--- config.mk ---
export PLATFORM = sky130hd
export DESIGN_NAME = aquatux_spi_slave
export DESIGN_NICKNAME = d
export VERILOG_FILES = /design/src/rtl/aquatux_spi_pkg.sv /design/src/rtl/spi_edge_sync.sv /design/src/rtl/aquatux_spi_slave.sv
export SDC_FILE = /design/constraint.sdc
export NUM_CORES = 1
export LEC_CHECK = 0
export ABC_AREA = 1
export CAP_MARGIN = 25
export CORE_ASPECT_RATIO = 1.2
export CORE_MARGIN = 5
export CORE_UTILIZATION = 39
export DETAILED_ROUTE_END_ITERATION = 12
export REMOVE_ABC_BUFFERS = 1
export SLEW_MARGIN = 30
export SYNTH_ARGS = -nofsm -noshare
export SYNTH_HDL_FRONTEND = slang
export SYNTH_SLANG_ARGS = --single-unit
--- constraint.sdc ---
create_clock -name Clk -period 2.1 [get_ports Clk]
set_input_delay 0.525 -clock Clk [delete_from_list [all_inputs] [get_ports Clk]]
set_output_delay 0.525 -clock Clk [all_outputs]
set_load 0.005 [all_outputs]
--- src/rtl/aquatux_spi_pkg.sv ---
// Shared definitions for the AquaTux SPI responder.
// Holds the FSM state encoding, the default frame width and the
// CPOL/CPHA -> sample/shift edge decode used by the top level.
package aquatux_spi_pkg;

  localparam int DEFAULT_WIDTH = 16;

  // FSM state encoding (kept as plain constants for legacy tools)
  typedef logic [1:0] state_t;
  localparam state_t ST_IDLE  = 2'd0;
  localparam state_t ST_SHIFT = 2'd1;
  localparam state_t ST_DONE  = 2'd2;

  // Which synchronised SCLK edge is the sample edge and which is the shift edge.
  typedef struct packed {
    logic sample_on_rise;
    logic shift_on_rise;
  } edge_sel_t;

  // Leading edge is the move away from CPOL. Sampling on leading (CPHA=0)
  // is a rising edge when CPOL=0; sampling on trailing (CPHA=1) is a rising
  // edge when CPOL=1. Hence sample-on-rise = ~(CPOL ^ CPHA).
  function automatic edge_sel_t edge_select(input logic cpol, input logic cpha);
    edge_sel_t s;
    s.sample_on_rise = ~(cpol ^ cpha);
    s.shift_on_rise  = cpol ^ cpha;
    return s;
  endfunction

endpackage

--- src/rtl/spi_edge_sync.sv ---
// Synchroniser for one asynchronous SPI pin plus rise/fall pulse outputs.
// Ports: i_clk system clock, i_rst_n async active-low reset, i_d raw pin,
//        o_rise / o_fall one-cycle pulses on the synchronised level.
// An edge on i_d shows up on o_rise/o_fall SYNC_STAGES cycles later, so the
// consuming logic acts on it SYNC_STAGES+1 cycles after the pin moved.
module spi_edge_sync #(
  parameter int   SYNC_STAGES = 2,
  parameter logic RST_VAL     = 1'b0
) (
  input  logic i_clk,
  input  logic i_rst_n,
  input  logic i_d,
  output logic o_rise,
  output logic o_fall
);

  logic [SYNC_STAGES-1:0] r_sync;
  logic                   r_prev;

  always_ff @(posedge i_clk or negedge i_rst_n) begin
    if (!i_rst_n) begin
      r_sync <= {SYNC_STAGES{RST_VAL}};
      r_prev <= RST_VAL;
    end else begin
      r_sync <= {r_sync[SYNC_STAGES-2:0], i_d};
      r_prev <= r_sync[SYNC_STAGES-1];
    end
  end

  assign o_rise =  r_sync[SYNC_STAGES-1] & ~r_prev;
  assign o_fall = ~r_sync[SYNC_STAGES-1] &  r_prev;

endmodule

--- src/rtl/aquatux_spi_slave.sv ---
// SPI responder, fully oversampled on Clk (SCLK/SS/MOSI are never clocks).
// Ports: Clk/resetn; CPOL/CPHA mode select; SCLK/SS/MOSI from master; MISO and
//        MISO_OE to master; tx_data/tx_load/tx_ready single-word transmit
//        buffer; rx_data/rx_valid received word; frame_err and tx_underrun pulses.
// Build option: define AQUATUX_SPI_SLAVE_ECHO_EN to send the last received
// word (instead of zeros) on a frame that starts with an empty buffer.
module aquatux_spi_slave
  import aquatux_spi_pkg::*;
#(
  parameter int WIDTH       = DEFAULT_WIDTH,
  parameter int SYNC_STAGES = 2
) (
  input  logic             Clk,
  input  logic             resetn,
  input  logic             CPOL,
  input  logic             CPHA,
  input  logic             SCLK,
  input  logic             SS,
  input  logic             MOSI,
  output logic             MISO,
  output logic             MISO_OE,
  input  logic [WIDTH-1:0] tx_data,
  input  logic             tx_load,
  output logic             tx_ready,
  output logic [WIDTH-1:0] rx_data,
  output logic             rx_valid,
  output logic             frame_err,
  output logic             tx_underrun
);

  localparam int             CW       = $clog2(WIDTH + 1);
  localparam logic [CW-1:0]  LAST_BIT = CW'(WIDTH - 1);

  logic             w_sclk_rise, w_sclk_fall;
  logic             w_ss_rise, w_ss_fall;
  logic             w_mosi;
  logic             w_sample, w_shift_edge;
  edge_sel_t        w_edge;
  logic [WIDTH-1:0] w_underrun_word;
  logic [WIDTH-1:0] w_frame_word;

  logic [SYNC_STAGES-1:0] r_mosi_sync;

  state_t           r_state;
  logic [WIDTH-1:0] r_buf;
  logic             r_buf_full;
  logic [WIDTH-1:0] r_shift;
  logic [CW-1:0]    r_bitcnt;
  logic             r_miso;
  logic [WIDTH-1:0] r_rx_data;
  logic             r_rx_valid;
  logic             r_frame_err;
  logic             r_tx_underrun;

  spi_edge_sync #(.SYNC_STAGES(SYNC_STAGES), .RST_VAL(1'b0)) u_sclk_sync (
    .i_clk   (Clk),
    .i_rst_n (resetn),
    .i_d     (SCLK),
    .o_rise  (w_sclk_rise),
    .o_fall  (w_sclk_fall)
  );

  // SS chain resets to "low": if SS is already low when reset releases no
  // fall is seen, so a frame cut by reset is ignored until SS goes high and
  // falls again. A rise seen after reset only lands in IDLE, where it is ignored.
  spi_edge_sync #(.SYNC_STAGES(SYNC_STAGES), .RST_VAL(1'b0)) u_ss_sync (
    .i_clk   (Clk),
    .i_rst_n (resetn),
    .i_d     (SS),
    .o_rise  (w_ss_rise),
    .o_fall  (w_ss_fall)
  );

  // MOSI needs the same depth as SCLK so the sampled bit lines up with the
  // detected sample edge; no edge outputs are needed.
  always_ff @(posedge Clk or negedge resetn) begin
    if (!resetn) begin
      r_mosi_sync <= '0;
    end else begin
      r_mosi_sync <= {r_mosi_sync[SYNC_STAGES-2:0], MOSI};
    end
  end
  assign w_mosi = r_mosi_sync[SYNC_STAGES-1];

  assign w_edge       = edge_select(CPOL, CPHA);
  assign w_sample     = w_edge.sample_on_rise ? w_sclk_rise : w_sclk_fall;
  assign w_shift_edge = w_edge.shift_on_rise  ? w_sclk_rise : w_sclk_fall;

`ifdef AQUATUX_SPI_SLAVE_ECHO_EN
  assign w_underrun_word = r_rx_data;
`else
  assign w_underrun_word = '0;
`endif

  assign w_frame_word = r_buf_full ? r_buf : w_underrun_word;

  always_ff @(posedge Clk or negedge resetn) begin
    if (!resetn) begin
      r_state       <= ST_IDLE;
      r_buf         <= '0;
      r_buf_full    <= 1'b0;
      r_shift       <= '0;
      r_bitcnt      <= '0;
      r_miso        <= 1'b0;
      r_rx_data     <= '0;
      r_rx_valid    <= 1'b0;
      r_frame_err   <= 1'b0;
      r_tx_underrun <= 1'b0;
    end else begin
      r_rx_valid    <= 1'b0;
      r_frame_err   <= 1'b0;
      r_tx_underrun <= 1'b0;

      // A load is only taken into an empty buffer; a full buffer keeps its word.
      // On the SS-fall cycle the buffer is still seen as full if it holds the
      // word for this frame, so a load then only lands when it was empty.
      if (tx_load && !r_buf_full) begin
        r_buf      <= tx_data;
        r_buf_full <= 1'b1;
      end

      case (r_state)
        ST_IDLE: begin
          r_miso <= 1'b0;
          if (w_ss_fall) begin
            r_shift       <= w_frame_word;
            r_tx_underrun <= ~r_buf_full;
            if (r_buf_full) begin
              r_buf_full <= 1'b0;
            end
            r_bitcnt <= '0;
            // CPHA=0 must have the MSB on the wire before the first sample edge;
            // CPHA=1 drives it on the first leading (shift) edge instead.
            r_miso  <= CPHA ? 1'b0 : w_frame_word[WIDTH-1];
            r_state <= ST_SHIFT;
          end
        end

        ST_SHIFT: begin
          if (w_ss_rise) begin
            r_frame_err <= 1'b1;
            r_state     <= ST_IDLE;
          end else if (w_sample) begin
            r_shift  <= {r_shift[WIDTH-2:0], w_mosi};
            r_bitcnt <= r_bitcnt + CW'(1);
            if (r_bitcnt == LAST_BIT) begin
              r_rx_data  <= {r_shift[WIDTH-2:0], w_mosi};
              r_rx_valid <= 1'b1;
              r_state    <= ST_DONE;
            end
          end else if (w_shift_edge) begin
            // After a sample the MSB of the shift register is already the next
            // transmit bit; before the first sample (CPHA=1) it is the first bit.
            r_miso <= r_shift[WIDTH-1];
          end
        end

        ST_DONE: begin
          if (w_ss_rise) begin
            r_state <= ST_IDLE;
          end
        end

        default: begin
          r_state <= ST_IDLE;
        end
      endcase
    end
  end

  assign MISO        = r_miso;
  assign MISO_OE     = (r_state != ST_IDLE);
  assign tx_ready    = ~r_buf_full;
  assign rx_data     = r_rx_data;
  assign rx_valid    = r_rx_valid;
  assign frame_err   = r_frame_err;
  assign tx_underrun = r_tx_underrun;

endmodule
==> results.md <==
- Most numerous cell in the Yosys netlist: nand2_1
- Synth-to-Final Area Change: 24.0%
- Critical Path RT: ~1.6 ns
- Leakage: 1.93 nW
- Yosys cell types: 23
- Grt total ovfl: 0
- Crit-path slowest cell: clkdlybuf4s50_1
- Power Total: between 0.004 and 0.005 W
- Crit end category: output port
- VDD IR-drop max: approximately 0.84 mV
- Worst Setup Path Type: register to output port
- Post-CTS Setup Inserts: 0
- Clock period minus worst slack: roughly 1.9 ns
- DRT Wirelength: about 6600 um
- Placed insts: 458
- GRT Total Usage: between 10% and 20%
- Fmax: 517 MHz
- Dpl hpwl: roughly 4400 um
- Clock Sinks: a little under 70
- Initial Util: 39.9%
- PwrDens: approximately 1100 nW/um2
- Initial antenna violation count: 0
- Post-CTS sizing: 0
- Core ar.: roughly 7700 um2
- Ys async rst share: between 90% and 100%
- Setup slack, reg-to-reg: 0.50 ns
- Startpoint types: register
- Std cell rows: 35
- Worst Skew: roughly 0.0055 ns
- WL/cell: ~14 um
- P_sw: 0.00131 W
- Root buf cell: clkbuf_8
- Syn Inst Count: between 300 and 400
- Period utilization: approximately 92%
- Die area: between 9000 and 10000 um2
- Placer Congestion: between 0.7 and 0.8
- Post-synthesis sequential area ratio: 55.6%
- Pint: 0.00284 W
- Commonest register cell after synthesis: dfrtp_1
- Vias in the first global route: between 2000 and 2500
- Relative slew margins: 60.0%
- Detail Route Antenna Nets: 0
- Iter 0 DRT Violations: 153
- First-pass GRT wire length: about 11000 um
- H-Tree Depth: 3
- Non-filler cells, final: ~470
- Slowest cell delay on critical path: ~0.45 ns
- Sw Ratio: 31.5%
- Seq pwr share: 46.2%
- Critical R2R Launch: r_bitcnt[0]$_DFFE_PN0P_
- Horiz. Die Dim: about 90 um
- Post-synthesis cell area: ~3000 um2
- Run status: completed
- Number of detailed-route iterations in the first pass: 5
- Clock Latency Late Sink: around 0.34 ns
- Clk pwr share: ~28%
- CTS tree: yes
- Ports: 46
- Yosys top cell area share: 55.6%
- Setup TNS Final: 0 ns
- Synth top cells by count: nand2_1 (125), dfrtp_1 (68), nand3_1 (39)
- Via count: about 2400
- Hold buffers post-CTS: 0
- Synth Area per Inst: around 9.3 um2
- Yosys warnings: 0
- Post-Place Setup Slack: between 0.09 and 0.1 ns
- Nets: around 400
- Deepest clock path buffer count: 2
- Unrepaired setup endpoints after global routing: false
- PortBufs: 45
- Total CTS buffers: 9
- Slew @ Worst Pin: 0.600 ns
- Worst R2R Path Depth: 7
- Logic gate share of total power: between 20 and 30%
- Reg clk slew, reported paths: about 0.070 ns
- Via density: ~5
- Crit path cell chain: nor2_1 -> inv_1 -> clkdlybuf4s50_1
- Crit Path Max Fanout: 3
- Layout cells sized above 1: 16.0%
- Layout fillers: 695
- Slew Viols, Final: 0
- Largest net degree at the start of global routing: 34
- R2R Path End: rx_data[2]$_DFFE_PN0P_
- Area contributors post-synth: dfrtp_1 (56%), nand2_1 (15%), nand3_1 (6.4%)
- Number of max-cap violations: 0
- EDFF count, synth: 0
- Diode count: 0
- Biggest area consumer among synthesized cells: dfrtp_1
- Die Ht: 107 um
- Final Hold Vio Count: 0
- Final WS setup: roughly 0.17 ns
- Hold/Removal Path Class: primary input to async pin
- Final setup viols: 0
- DRC: 0
- WHS: 0.184 ns
- Crit path DAT: roughly 1.4 ns
- Flops & latches, synth: 68
[layout by cell type (no fill, tap or decap)]
cell,instances
nand2_1,125
dfrtp_1,68
clkdlybuf4s50_1,44
nand3_1,39
nand4_1,17
mux2_2,15
nor2_1,13
buf_4,11
clkbuf_8,10
inv_1,8
nand2_2,8
inv_2,4
nand3_2,2
nand4_2,2
ha_1,2
bufinv_16,2
clkbuf_1,2
inv_4,1
nand3_4,1
nand2_4,1
nor3b_1,1
mux2_1,1
o21ai_0,1
clkinv_2,1
clkinvlp_4,1
buf_2,1
buf_12,1
[cells by family (layout without fill, tap and decap cells)]
| kind of cell | Yosys count | in the layout | synth area share (%) |
|---|---|---|---|
| adders and majority gates | 2 | 2 | 0.818 |
| buffers and inverters | 32 | 86 | 6.42 |
| DFF | 68 | 68 | 55.6 |
| muxes | 16 | 16 | 5.89 |
| AOI/OAI and AO/OA | 1 | 1 | 0.163 |
| and+or+nand+nor | 209 | 209 | 31.1 |
[worst max path at each step]
| stage | start | to | slack [ns] | depth (start not counted) |
|---|---|---|---|---|
| after floorplan | r_state[1]$_DFFE_PN0P_ | r_bitcnt[0]$_DFFE_PN0P_ | 0.15 | 8 |
| final | r_state[1]$_DFFE_PN0P_ | MISO_OE | 0.17 | 3 |
| after global routing | r_state[1]$_DFFE_PN0P_ | MISO_OE | 0.07 | 3 |
| after detailed placement | CPHA | r_shift[7]$_DFFE_PN0P_ | 0.1 | 10 |
| after CTS | r_state[1]$_DFFE_PN0P_ | MISO_OE | 0.14 | 3 |
| after global placement | CPHA | r_shift[5]$_DFFE_PN0P_ | 0.14 | 10 |
[metrics by stage]
step	utilization (%)	cell area, um2
after global placement	46.7	3580
after detailed placement	46.7	3580
after floorplan	-	2910
final	49.5	3790
after global routing	49.5	3790
after CTS	49.5	3790
[power by group through the flow]
stage | clock network, W | registers (W) | logic (W)
2_1_floorplan | 0 | 0.00188 | 0.000679
3_3_place_gp | 0 | 0.00193 | 0.00103
3_5_place_dp | 0 | 0.00194 | 0.00105
4_1_cts | 0.00121 | 0.00191 | 0.00106
5_1_grt | 0.00126 | 0.00197 | 0.00117
6_report | 0.00118 | 0.00192 | 0.00105
[layer usage]
metal	wire, um	global-route usage [%]	part of all wire [%]
met1	2880	18.7	43
met2	3180	22.4	48
met3	455	2.60	6.9
met4	114	7.55	1.7
met5	0	0	0
[critical path, delay by kind of cell (launching register included)]
kind,cells,cell delay (ns)
DFF,1,0.41
buffers and inverters,2,0.50
and+or+nand+nor,1,0.17
[layout make-up]
class	instances	area (um2)	share of cell area, %
sequential	68	1700	44.8
multi-input combinational	228	1160	30.6
timing repair buffer	57	548	14.4
clock buffer	12	145	3.82
tap	92	115	3.03
clock inverter	4	72.6	1.91
inverter	13	51.3	1.35
[state kept, by name, indices dropped and copies added (netlist names), 2 cells and up]
register / count
r_buf: 16
r_shift: 16
rx_data: 16
r_bitcnt: 5
r_mosi_sync: 2
r_state: 2
u_sclk_sync.r_sync: 2
u_ss_sync.r_sync: 2
No activity file was read; power rests on OpenSTA's default activity.
